===== src/rtl/booth_mul_arbiter.sv =====
// Round-robin arbiter sharing one 4x4 signed Booth multiplier between N_REQ requesters.
// Optional completed-result counter enabled by defining BOOTH_ARB_STATS_EN.

module booth_mul (
  input  logic signed [3:0] m,
  input  logic signed [3:0] q,
  output logic signed [7:0] p
);
  logic [4:0]        qe;
  logic signed [7:0] mx;
  logic signed [7:0] acc;

  assign qe = {q, 1'b0};
  assign mx = 8'(m);

  // Radix-2 Booth recoding: digit i is qe[i] - qe[i+1]
  always_comb begin
    acc = '0;
    for (int i = 0; i < 4; i++) begin
      case (qe[i+1 -: 2])
        2'b01:   acc = acc + (mx <<< i);
        2'b10:   acc = acc - (mx <<< i);
        default: acc = acc;
      endcase
    end
  end

  assign p = acc;
endmodule

module booth_mul_arbiter #(
  parameter int N_REQ = 4,
  parameter int ID_W  = 2
) (
  input  logic               clk,
  input  logic               rst_n,
  input  logic [N_REQ-1:0]   req_valid,
  output logic [N_REQ-1:0]   req_ready,
  input  logic [4*N_REQ-1:0] req_m,
  input  logic [4*N_REQ-1:0] req_q,
  output logic               res_valid,
  input  logic               res_ready,
  output logic [7:0]         res_prod,
  output logic [ID_W-1:0]    res_id,
  output logic               busy,
  output logic [15:0]        op_count
);
  typedef enum logic [1:0] {IDLE, MUL, HOLD} st_t;

  st_t             state;
  logic [ID_W-1:0] rr_ptr, win;
  logic            any;
  int              idx;
  logic [3:0]      op_m, op_q;
  logic [7:0]      mul_p, prod_q;
  logic [1:0]      vld_pipe;
  logic [N_REQ-1:0] one;

  // First valid requester at or above rr_ptr, wrapping
  always_comb begin
    win = '0;
    any = 1'b0;
    idx = 0;
    for (int k = 0; k < N_REQ; k++) begin
      idx = int'(rr_ptr) + k;
      if (idx >= N_REQ) idx = idx - N_REQ;
      if (!any && req_valid[idx]) begin
        any = 1'b1;
        win = ID_W'(idx);
      end
    end
  end

  assign one       = {{(N_REQ-1){1'b0}}, 1'b1};
  assign req_ready = (state == IDLE && any) ? (one << win) : '0;
  assign busy      = (state != IDLE);

  booth_mul u_mul (.m(op_m), .q(op_q), .p(mul_p));

  // Multiplier output is registered once (prod_q) before res_prod, so MUL spans two edges
  always_ff @(posedge clk or negedge rst_n) begin
    if (!rst_n) begin
      state     <= IDLE;
      rr_ptr    <= '0;
      op_m      <= '0;
      op_q      <= '0;
      prod_q    <= '0;
      vld_pipe  <= '0;
      res_valid <= 1'b0;
      res_prod  <= '0;
      res_id    <= '0;
    end else begin
      case (state)
        IDLE: if (any) begin
          op_m     <= req_m[{win, 2'b00} +: 4];
          op_q     <= req_q[{win, 2'b00} +: 4];
          res_id   <= win;
          rr_ptr   <= (win == ID_W'(N_REQ-1)) ? '0 : win + 1'b1;
          vld_pipe <= 2'b01;
          state    <= MUL;
        end
        MUL: begin
          vld_pipe <= {vld_pipe[0], 1'b0};
          prod_q   <= mul_p;
          if (vld_pipe[1]) begin
            res_prod  <= prod_q;
            res_valid <= 1'b1;
            state     <= HOLD;
          end
        end
        HOLD: if (res_ready) begin
          res_valid <= 1'b0;
          state     <= IDLE;
        end
        default: state <= IDLE;
      endcase
    end
  end

`ifdef BOOTH_ARB_STATS_EN
  always_ff @(posedge clk or negedge rst_n) begin
    if (!rst_n)                     op_count <= '0;
    else if (res_valid && res_ready) op_count <= op_count + 16'd1;
  end
`else
  assign op_count = 16'h0000;
`endif
endmodule

===== config.mk =====
export PLATFORM = sky130hd
export DESIGN_NAME = booth_mul_arbiter
export DESIGN_NICKNAME = d
export VERILOG_FILES = /design/src/rtl/booth_mul_arbiter.sv
export SDC_FILE = /design/constraint.sdc
export NUM_CORES = 1
export LEC_CHECK = 0
export CORE_ASPECT_RATIO = 0.9
export CORE_MARGIN = 1.5
export CORE_UTILIZATION = 50
export CTS_CLUSTER_DIAMETER = 80
export CTS_CLUSTER_SIZE = 25
export DETAILED_ROUTE_END_ITERATION = 6
export PLACE_DENSITY = 0.86
export REMOVE_ABC_BUFFERS = 1
export SLEW_MARGIN = 20
export SYNTH_ARGS = -nofsm -noshare
export SYNTH_HDL_FRONTEND = slang
export SYNTH_SLANG_ARGS = --single-unit

===== constraint.sdc =====
create_clock -name clk -period 11.5 [get_ports clk]
set_clock_uncertainty 0.2 [all_clocks]
set_input_delay 2.3 -clock clk [delete_from_list [all_inputs] [get_ports clk]]
set_output_delay 2.3 -clock clk [all_outputs]
set_load 0.005 [all_outputs]

==> results.md <==
- Status: finished clean
- Ys flop type: dfrtp_1
- Mux share of post-synthesis cell area: between 5 and 6%
- Syn_area_per_cell: roughly 8.0 um^2
- Synth Area in XOR/XNOR: 4.93%
- HPWL Detailed: 5760 um
- Postcts setup bufs: 0
- Cell taking the most area after synthesis: dfrtp_1
- Resize count post-CTS: 0
- Final period util: 67.3%
- Core Area: 0.00615 mm^2
- CTS buffer count: 5
- GRT overflow: 0
- Worst Setup End Kind: output pin
- Dominant cells by area after synthesis: dfrtp_1 (26%), ha_1 (7.4%), nand2_1 (6.5%)
- Setup CP Type: in2out
- Core Rows: 27
- Final hold vios: 0
- Worst Path Required: approximately 9000 ps
- Synth Area in Adders: 9.67%
- Simple-gate portion of the synthesized area: 22.4%
- Final Worst Setup Slack: around 3800 ps
- Synth top area share: approximately 26%
- Die W: slightly below 90 um
- Dpl ws: a little under 4000 ps
- Share of the yosys chip area belonging to registers: around a quarter
- EDFF count, synth: 0
- TritonCTS clock tree: done
- Rel. slew slack: 34.7%
- Setup_tns: 0 ps
- Drt pass-1 iters: 5
- Worst-skew pair later-pin latency: between 200 and 300 ps
- Worst-Margin Slew: 979 ps
- Vias in the first global route: 2752
- Element type at the critical path start: input port
- Clock H-tree levels: 2
- Antenna diodes: 0
- Share of layout cells above drive strength 1: a little under a tenth
- Final #Nets: slightly above 500
- Placer Congestion: between 0.8 and 0.9
- Initial Util: 52.0%
- Root buffer cell: clkbuf_8
- Port Buffers: 54
- DR vias: ~3000
- Crit path DAT: roughly 5200 ps
- Ys async rst share: 100%
- Routed Antenna Nets: 0
- Largest net degree at the start of global routing: 34
- Overall Global Routing Usage: between 20 and 25%
- Vias/cell: around 5.6
- Yosys cell types: 61
- Non-filler instance count after layout: 530
- Main combinational cell family by area after synthesis: simple AND/OR/NAND/NOR gates
- Clock sink count: 33
- Post-Synthesis Cells: 399
- Initial DRC count: approximately 190
- DRT Wirelength: 7620 um
- Clk pin slew, worst setup/hold paths: 70 ps
- Ports: approximately 70
- Hold WC Path Type: reg2reg
- Clk buf depth: 2
- Final Critical Period: 7740 ps
- WL/cell: 14.4 um
- Area growth from synthesis to layout: 17.3%
- DR DRC count: 0
- Die height: slightly below 80 um
- Synth top cells by count: nand2_1 (55), nor2_1 (37), dfrtp_1 (33)
- Hold_buf cts: 0
- Post-layout util: 61.0%
- RSZ-0062 raised after global routing: no
- # Max-Cap Violations: 0
- Synth warn: 0
- Mapped cell area: ~0.0032 mm^2
- Inst Count DP: 522
- #FFs+latches synth: 33
- Fmax: 0.129 GHz
- Initial antenna violation count: 0
- Worst-path fanout max: 19
- Setup violators final: 0
- First-pass GRT wire length: approximately 13000 um
- Compound-Gate Fraction of Synth Area: between 20% and 30%
- Max-slew violations: 0
- Die area: around 0.0069 mm^2
- Count leader, synth: nand2_1
[worst max-delay path: stages]
cell and delay (ps):
clkdlybuf4s50_1 470, nand2b_1 180, a21oi_1 150, a221oi_1 90, nand2_1 480, clkinv_1 580
ha_1 400, and2_1 140, clkdlybuf4s50_1 460
[cell usage in the layout (no fill, tap or decap), drive strengths merged, types with 4 or more instances in the layout]
cell type / synthesis / final
nand2: 55 / 55
clkdlybuf4s50: 0 / 54
nor2: 39 / 39
dfrtp: 33 / 33
o21ai: 32 / 32
a21oi: 24 / 24
inv: 21 / 21
ha: 19 / 19
conb: 1 / 16
mux2: 13 / 13
xnor2: 12 / 12
and3: 10 / 10
nand2b: 9 / 9
nor3: 7 / 7
xor2: 6 / 6
nand3: 6 / 6
a311o: 6 / 6
and2: 6 / 6
clkbuf: 10 / 6
o31ai: 5 / 5
a21o: 5 / 5
nor2b: 4 / 4
or3: 4 / 4
[metrics by stage]
step,instance area [um^2],hold WS [ps]
after floorplan,2990,245
after global placement,3670,260
after detailed placement,3670,272
after CTS,3750,284
after global routing,3750,323
final,3750,281
[layout make-up]
cell class | count | area, um^2
inverter | 22 | 82.6
multi-input combinational | 323 | 2090
timing repair buffer | 57 | 563
tap | 87 | 109
sequential | 33 | 826
fill | 540 | 2400
clock inverter | 2 | 10.0
clock buffer | 6 | 72.6
[flip-flops by register name, indices dropped and copies added (netlist names)]
register   flops
res_id         2
op_q           4
res_valid      1
res_prod       8
rr_ptr         2
prod_q         8
vld_pipe       2
state          2
op_m           4
[logic make-up (layout without fill, tap and decap cells)]
logic type / after synthesis / in the layout
AOI/OAI and AO/OA: 100 / 100
xor gates and xnor gates: 18 / 18
adders and majority gates: 23 / 23
buffers and inverters: 58 / 87
DFF: 33 / 33
muxes: 16 / 16
other: 1 / 16
and+or+nand+nor: 150 / 150
[path summary, 6_finish.rpt]
kind                                             from                       to  slack (ps)  depth (start not counted)
worst max register to register    op_q[0]$_DFFE_PN0P_    prod_q[7]$_DFFE_PN0P_        5190                         26
worst min register to register  res_id[0]$_DFFE_PN0P_    res_id[0]$_DFFE_PN0P_         280                          2
max in group asynchronous                       rst_n      op_m[0]$_DFFE_PN0P_        8570                          2
worst min-delay path            res_id[0]$_DFFE_PN0P_    res_id[0]$_DFFE_PN0P_         280                          2
worst max-delay path                     req_valid[1]             req_ready[3]        3760                          9
min in group asynchronous                       rst_n  res_prod[5]$_DFFE_PN0P_        2220                          2
[metal layers]
layer / up-vias / share of wire, % / global-route usage (%)
li1: 1449 / - / -
met1: 1367 / 47 / 32.2
met2: 117 / 46 / 36.7
met3: 15 / 5.6 / 4.05
met4: 0 / 1.3 / 5.40
met5: - / 0 / 0
Power is left out: the tool's default activity adds up to more than one toggle a clock period on the data nets, which glitch-free logic cannot reach.
